`config.mk`:
```
export PLATFORM = sky130hd
export DESIGN_NAME = ksa_param
export DESIGN_NICKNAME = d
export VERILOG_FILES = /design/src/rtl/ksa_param.sv
export SDC_FILE = /design/constraint.sdc
export NUM_CORES = 1
export LEC_CHECK = 0
export ABC_CLOCK_PERIOD_IN_PS = 3700
export CAP_MARGIN = 20
export CORE_ASPECT_RATIO = 1.2
export CORE_MARGIN = 1
export CORE_UTILIZATION = 53
export DETAILED_ROUTE_END_ITERATION = 8
export GPL_TIMING_DRIVEN = 1
export HOLD_SLACK_MARGIN = 0.02
export PLACE_DENSITY = 0.79
export SLEW_MARGIN = 20
export SYNTH_ARGS = -nofsm -noshare
export SYNTH_HDL_FRONTEND = slang
export SYNTH_SLANG_ARGS = --single-unit
```
`constraint.sdc`:
```
create_clock -name clk -period 3.7 [get_ports clk]
set_input_delay 0.74 -clock clk [delete_from_list [all_inputs] [get_ports clk]]
set_output_delay 0.74 -clock clk [all_outputs]
set_load 0.05 [all_outputs]
```
`src/rtl/ksa_param.sv`:
```
// RC4 key-scheduling engine: optional identity fill, then the KSA swap loop over a
// single-port synchronous-read S-memory of 2**ADDR_W entries.
module ksa_param #(
  parameter int unsigned KEY_BYTES = 3,
  parameter int unsigned ADDR_W    = 8,
  parameter bit          DO_INIT   = 1'b1
) (
  input  logic                   clk,
  input  logic                   rst,
  input  logic                   en,
  output logic                   rdy,
  output logic                   done,
  input  logic [8*KEY_BYTES-1:0] key,
  output logic [ADDR_W-1:0]      addr,
  input  logic [ADDR_W-1:0]      rddata,
  output logic [ADDR_W-1:0]      wrdata,
  output logic                   wren
);

  localparam int unsigned KW = (KEY_BYTES > 1) ? $clog2(KEY_BYTES) : 1;

  typedef enum logic [2:0] {
    StIdle,
    StFill,
    StRdI,
    StRdJ,
    StWrI,
    StWrJ,
    StFin
  } state_e;

  state_e                 state_q, state_d;
  logic [ADDR_W-1:0]      i_q, i_d;
  logic [ADDR_W-1:0]      j_q, j_d;
  logic [ADDR_W-1:0]      si_q, si_d;
  logic [KW-1:0]          kidx_q, kidx_d;
  logic [8*KEY_BYTES-1:0] key_q, key_d;

  logic [ADDR_W-1:0] kbyte;
  logic [ADDR_W-1:0] jn;
  logic              start;

  // Key byte 0 is the most significant byte; truncate or zero-extend to ADDR_W.
  always_comb begin
    kbyte = '0;
    for (int unsigned b = 0; b < KEY_BYTES; b++) begin
      if (kidx_q == KW'(b)) begin
        kbyte = ADDR_W'(key_q[8*(KEY_BYTES-1-b) +: 8]);
      end
    end
  end

  assign jn = j_q + rddata + kbyte;

  always_comb begin
    state_d = state_q;
    i_d     = i_q;
    j_d     = j_q;
    si_d    = si_q;
    kidx_d  = kidx_q;
    key_d   = key_q;
    rdy     = 1'b0;
    done    = 1'b0;
    addr    = '0;
    wrdata  = '0;
    wren    = 1'b0;
    start   = 1'b0;

    unique case (state_q)
      StIdle: begin
        rdy   = 1'b1;
        start = en;
      end
      StFill: begin
        addr   = i_q;
        wrdata = i_q;
        wren   = 1'b1;
        i_d    = i_q + ADDR_W'(1);
        if (i_q == {ADDR_W{1'b1}}) begin
          state_d = StRdI;
        end
      end
      StRdI: begin
        addr    = i_q;
        state_d = StRdJ;
      end
      StRdJ: begin
        addr    = jn;
        si_d    = rddata;
        j_d     = jn;
        state_d = StWrI;
      end
      StWrI: begin
        // rddata now holds S[j] from the address presented in StRdJ.
        addr    = i_q;
        wrdata  = rddata;
        wren    = 1'b1;
        state_d = StWrJ;
      end
      StWrJ: begin
        addr   = j_q;
        wrdata = si_q;
        wren   = 1'b1;
        i_d    = i_q + ADDR_W'(1);
        kidx_d = (kidx_q == KW'(KEY_BYTES - 1)) ? '0 : kidx_q + KW'(1);
        state_d = (i_q == {ADDR_W{1'b1}}) ? StFin : StRdI;
      end
      StFin: begin
        rdy     = 1'b1;
        done    = 1'b1;
        state_d = StIdle;
        start   = en;
      end
      default: state_d = StIdle;
    endcase

    if (start) begin
      key_d   = key;
      i_d     = '0;
      j_d     = '0;
      kidx_d  = '0;
      state_d = DO_INIT ? StFill : StRdI;
    end
  end

  always_ff @(posedge clk) begin
    if (rst) begin
      state_q <= StIdle;
      i_q     <= '0;
      j_q     <= '0;
      si_q    <= '0;
      kidx_q  <= '0;
      key_q   <= '0;
    end else begin
      state_q <= state_d;
      i_q     <= i_d;
      j_q     <= j_d;
      si_q    <= si_d;
      kidx_q  <= kidx_d;
      key_q   <= key_d;
    end
  end

endmodule
```
==> results.cfg <==
[outcome]
status = finished, violations left
failed_checks = negative setup slack

[drt]
vias_per_cell = 5.56
routed-via-count = 3050
first_pass_iters = 4
wl_per_cell_um = 14.9
drc_errors = 0
drt_wl_total_um = 8180
ant_nets = 0
drt_iter0_markers = 254

[cells_and_area]
synthToLayoutAreaGrowth_pct = 34.4
final_cell_area_sq_mm = 0.00419
postLayoutCoreUtil_pct = 73.9
antenna_cells = 0
num-fill-cells = 423
nets = 518
drive_gt1_share_pct = 19.6

[floorplanning]
coreArea_sq_mm = 0.00567
rows = 30
dieArea_sq_mm = 0.00619
die_x_um = 72.0
io_pins = 54
start_util_pct = 55.0
die_h_um = 86.0

[timing]
tightest_slew_ps = 781
setup_ws_ps = -195
finalMaxSlewViolations = 0
post-route-period-util_pct = 105
slew-limit-headroom_pct = 47.9
hold_viol_final = 0
setup_viol = 5
skew_ps = 7.52
rsz0062_at_grt = true
fmax_mhz = 257
fin_crit_ps = 3890

[synthesis]
synth-edff-count = 0
synth_nets = 452
synthArstFlopShare_pct = 0
syn-cell-area_sq_mm = 0.00312
synth-seq-cells = 53
synth-main-ff-cell = dfxtp_1
ys_warn_count = 0
seq_area_frac_synth_pct = 34.0
synthCells = 402
avgSynthCellArea_sq_um = 7.75
synthDistinctLibCells = 43

[critical_path]
critPathMaxStageDelay_ps = 560
critPathLaunch = kidx_q[1]
rr_startpoint = kidx_q[1]
reg2reg_to = j_q[6]
cp.required_ps = 2960
crit_chain = mux2i_2 -> o21ai_2 -> fa_1 -> inv_1 -> fa_2 -> nor2b_4 -> o31ai_2 -> a21oi_1 -> xnor2_1 -> mux2i_1 -> a21oi_4 -> buf_12
cp_slowest_cell = fa_1
crit_path_start_kind = register
arrival_ps = 3150
endpoint_kind = output port
cp_max_fo = 5
crit_type = register to output port
reg2reg_slack_ps = 860
r2r_cells = 12

[global_route]
grt_first_pass_wirelength_um = 13600
grt_pass1_vias = 2916
grt_max_degree = 36
grtUsageTotal_pct = 28.0
antenna_found_initial = 0
gr-total-overflow = 0

[hold_path]
holdPathStages = 2
hold_class = register to register
hp-start = si_q[7]
hold_end = si_q[7]

[power]
power_density_mw_per_mm2 = 294
leakage_nw = 1.57
vdd_ir_drop_max_uv = 288

[clocking]
cts.clk_slew.worst_paths_ps = 100
clock_sinks = 53
cts-root-buf = clkbuf_8
cts-hold-fix-buffers = 0
htreeDepth = 2
numCtsBuffers = 5
clk_latency_ps = 310
ctsLongestPathBuffers = 2
cts_tree = built

[placed_design]
place_area_sq_mm = 0.00388
dp_hpwl_um = 5550
place.gp.congestion = 0.903
numPortBuffers = 53

[run]
drv_cap = 0
area by class of cell:
cell class / count / area, sq um / area share (%)
inverters: 11 / 41.3 / 0.986
clock inverters: 2 / 17.5 / 0.418
clock buffers: 6 / 82.6 / 1.97
repair buffers: 87 / 851 / 20.3
multi-input cells: 310 / 2030 / 48.5
well taps: 80 / 100 / 2.39
flip-flops and latches: 53 / 1070 / 25.4
Yosys cell counts, types with 5 or more instances:
library cell	number	area share (%)
nor2b_1	5	1.0
inv_1	11	1.3
nand2_1	89	11
mux2i_1	26	8.4
clkbuf_1	11	1.3
ha_1	7	2.8
o21ai_0	11	1.8
xnor2_1	10	2.8
fa_1	8	5.1
dfxtp_1	53	34
buf_2	13	2.1
a21oi_1	62	10
nor2_1	42	5.1
registers in the layout, indices dropped and copies added, names as in the netlist:
name     count
i_q          8
si_q         8
state_q      3
kidx_q       2
j_q          8
key_q       24
timing repair:
action	CTS	global route
setup buffers	5	4
gates resized for setup	44	4
pin swaps	14	10
hold endpoints to repair	0	0
endpoints found under the setup margin	6	5
worst max-delay path, delay by kind of cell (launching register included):
kind	cells	cell delay [ps]
fa+ha+maj	2	990
compound gates	4	510
flops	1	420
mux	2	380
buf+inv	2	240
xor+xnor	1	170
simple gates	1	130
worst max path at each step:
stage,to,cells past startpoint,slack [ps]
after global routing,addr[7],13,-340
after CTS,addr[7],13,-190
after global placement,addr[7],12,-450
after detailed placement,addr[7],12,-500
final,addr[7],12,-190
after floorplan,addr[5],12,-210
routing by layer:
layer	track usage [%]	vias up	wire, um
met5	0	-	0
met4	10.9	0	211
met3	4.47	20	482
met2	48.1	115	4150
met1	34.9	1435	3340
li1	-	1480	-
report_power, final:
part	internal [mW]	total, mW	switching, mW	leakage, nW
clock network	0.156	0.359	0.203	0.0518
registers	0.588	0.602	0.0140	0.432
logic	0.136	0.271	0.135	1.08
total	0.879	1.23	0.352	1.57
stage by stage:
step | hold slack [ps] | setup TNS, ps | total power [mW] | setup slack (ps) | std cells
3_5_place_dp | 446 | -2080 | 0.841 | -504 | 533
2_1_floorplan | 436 | -207 | 0.747 | -207 | 402
4_1_cts | 460 | -439 | 1.22 | -188 | 546
3_3_place_gp | 441 | -1830 | 0.834 | -455 | 533
5_1_grt | 476 | -1230 | 1.29 | -335 | 549
6_report | 457 | -627 | 1.23 | -195 | 549
kinds of logic (layout without fill, tap and decap cells):
family                   count (synthesis)  in the layout  share of synthesized area (%)
buffers and inverters                   39            106                           6.06
multiplexers                            28             28                           9.07
XOR/XNOR                                13             13                           3.65
AO/OA/AOI/OAI                           98             98                           17.7
AND/OR/NAND/NOR                        156            156                           21.5
flip-flops                              53             53                           34.0
adder cells (fa/ha/maj)                 15             15                           7.95
cell usage in the layout (no fill, tap or decap), types with 5 or more instances in the layout:
master,Yosys,routed
mux2i_1,26,23
nand2_1,89,89
nor2_1,42,42
clkdlybuf4s50_1,0,35
fa_1,8,7
inv_1,11,10
buf_4,1,37
buf_12,0,7
a21oi_1,62,58
clkbuf_8,0,6
dfxtp_1,53,51
o21ai_2,0,5
xnor2_1,10,8
Note: power is estimated with default switching activity, not from simulation.
==> patch, RTL diff (config.mk and constraints unchanged) <==
Reset style: asynchronous (`rst`), changed in one clocked block.
--- a/src/rtl/ksa_param.sv
+++ b/src/rtl/ksa_param.sv
@@ -123,7 +123,7 @@
     end
   end
 
-  always_ff @(posedge clk) begin
+  always_ff @(posedge clk or posedge rst) begin
     if (rst) begin
       state_q <= StIdle;
       i_q     <= '0;
Check against the original RTL: differs if rst is asserted again (counterexample within 4 cycles, from zero or initial values and one cycle with rst high); with rst held inactive, the same outputs for 10 cycles.
==> patch against the original RTL <==
The flow still finishes with violations (negative setup slack); clock skew hardly changed; sequential cell count stayed put; routed wire length is 5.4% lower; register-to-register slack worse by 0.23 ns; setup slack worse by 0.16 ns; design area is 5.3% higher; synthesized area is 9.3% higher; non-clock buffer count is 6 lower; critical endpoint is now addr[6]; highest routed layer unchanged.
Power is not compared: it rests on default switching activity, and its combinational part moved more than twofold at a synthesized area within 25%.
==> patch: results (changes against the original RTL) <==
Run status
  – Status: finished, violations left
  – Failing checks: negative setup slack

Synthesis
  – Multiplexer area fraction after synthesis: 19.2% (+10 points)
  – Synth area leaders: dfrtp_1, mux2_4, nand2_1
  – Post-synth top cells: dfrtp_1, nand2_1, nor2_1, mux2_4
  – Unique masters post-synth: 42 (-2.3%)
  – Async set-or-reset flop fraction in the synthesized netlist: 100% (+100 points)
  – Compound-gate portion of the synthesized area: 11.2% (-6.5 points)

Die
  – Core area: 0.00613 mm2 (+8.1%)

Global routing
  – Largest net degree at the start of global routing: 43 (+19%)
  – Gr usage total: 25.0% (-3.0 points)
  – First-pass GRT wire length: 13.0 mm (-4.5%)

Worst setup path
  – R2R setup slack: 0.63 ns (-0.23 ns)
  – CP top delay family: compound AO/OA/AOI/OAI gates
  – CP max FO: 8 (+3)
  – Slowest stage delay, CP: 0.41 ns (-0.15 ns)
  – Reg2Reg Depth: 14 (+2)
  – Reg2Reg Launch Point: kidx_q[0]

Placed design
  – Post-place setup slack: -0.395 ns (+0.109 ns)

Timing
  – Fin crit share: 110% (+4.4 points)
  – Setup WS post-layout: -0.357 ns (-0.163 ns)
  – Final Skew: 0.00794 ns (+0.000427 ns)
  – Final setup viols: 5 (unchanged)
  – Relative slew margins: 54.4% (+6.4 points)

Route
  – Initial DRC count: 277 (+9.1%)
  – Via count: 2710 (-11%)
  – Final WL: 7.74 mm (-5.4%)

Worst hold path
  – Hold EP: si_q[3]

Finish
  – Layout cells sized above 1: 28.0% (+8.4 points)
  – NumNets Final: 446 (-14%)
  – Fillers: 460 (+8.7%)
## patch: repair_timing
item	in CTS	in global routing
pin swaps	6	5
hold endpoints to repair	0	0
setup endpoints to repair	6	6
buffers inserted	3	4
gates resized for setup	18	3
## patch: final cells by class
class                      instances  share of cell area, %
sequential                        53                   30.1
clock inverter                     1                  0.199
timing repair buffer              81                   20.5
tap                               82                   2.33
clock buffer                       6                   1.65
inverter                          10                  0.851
multi-input combinational        245                   44.4
## patch: kinds of logic after synthesis
kind of cell	after synthesis
simple gates	103
compound gates	61
mux	53
flops	53
buf+inv	37
fa+ha+maj	15
xor+xnor	13
## patch: per-stage QoR
stage	hold WS, ns	cells	utilization, %	setup TNS, ns
floorplan	0.440	335	-	-0.0193
global placement	0.452	464	68.6	-1.21
detailed placement	0.462	465	68.9	-1.51
CTS	0.485	474	71.2	-0.722
global route	0.514	478	72.0	-1.80
finish	0.475	478	72.0	-1.11
## patch: how the worst max path moves through the flow
stage / startpoint / end / slack, ns / cells past startpoint
final: kidx_q[0] / addr[6] / -0.36 / 13
after floorplan: kidx_q[0] / addr[7] / -0.02 / 12
after global routing: kidx_q[0] / addr[6] / -0.43 / 13
after detailed placement: rddata[1] / addr[5] / -0.39 / 11
after CTS: kidx_q[0] / addr[7] / -0.25 / 13
after global placement: rddata[1] / addr[7] / -0.33 / 11
## patch: power breakdown
group	switching [mW]	internal (mW)	total, mW	leakage (nW)
Clock	0.186	0.131	0.318	0.0412
Combinational	0.315	0.396	0.711	1.14
Sequential	0.0508	0.628	0.679	0.683
## patch: per-layer routing
| layer | up-vias | wire, um | GRT usage [%] |
|---|---|---|---|
| met5 | - | 0 | 0 |
| met2 | 110 | 3830 | 39.9 |
| met4 | 0 | 178 | 8.95 |
| li1 | 1266 | - | - |
| met3 | 16 | 416 | 4.04 |
| met1 | 1318 | 3310 | 33.9 |
## patch: worst register-to-register path, delay by kind of cell (launching register included)
family / cells / cell delay (ns)
muxes: 2 / 0.49
DFF: 1 / 0.41
adders and majority gates: 2 / 0.61
buffers and inverters: 5 / 0.71
AOI/OAI and AO/OA: 5 / 0.71
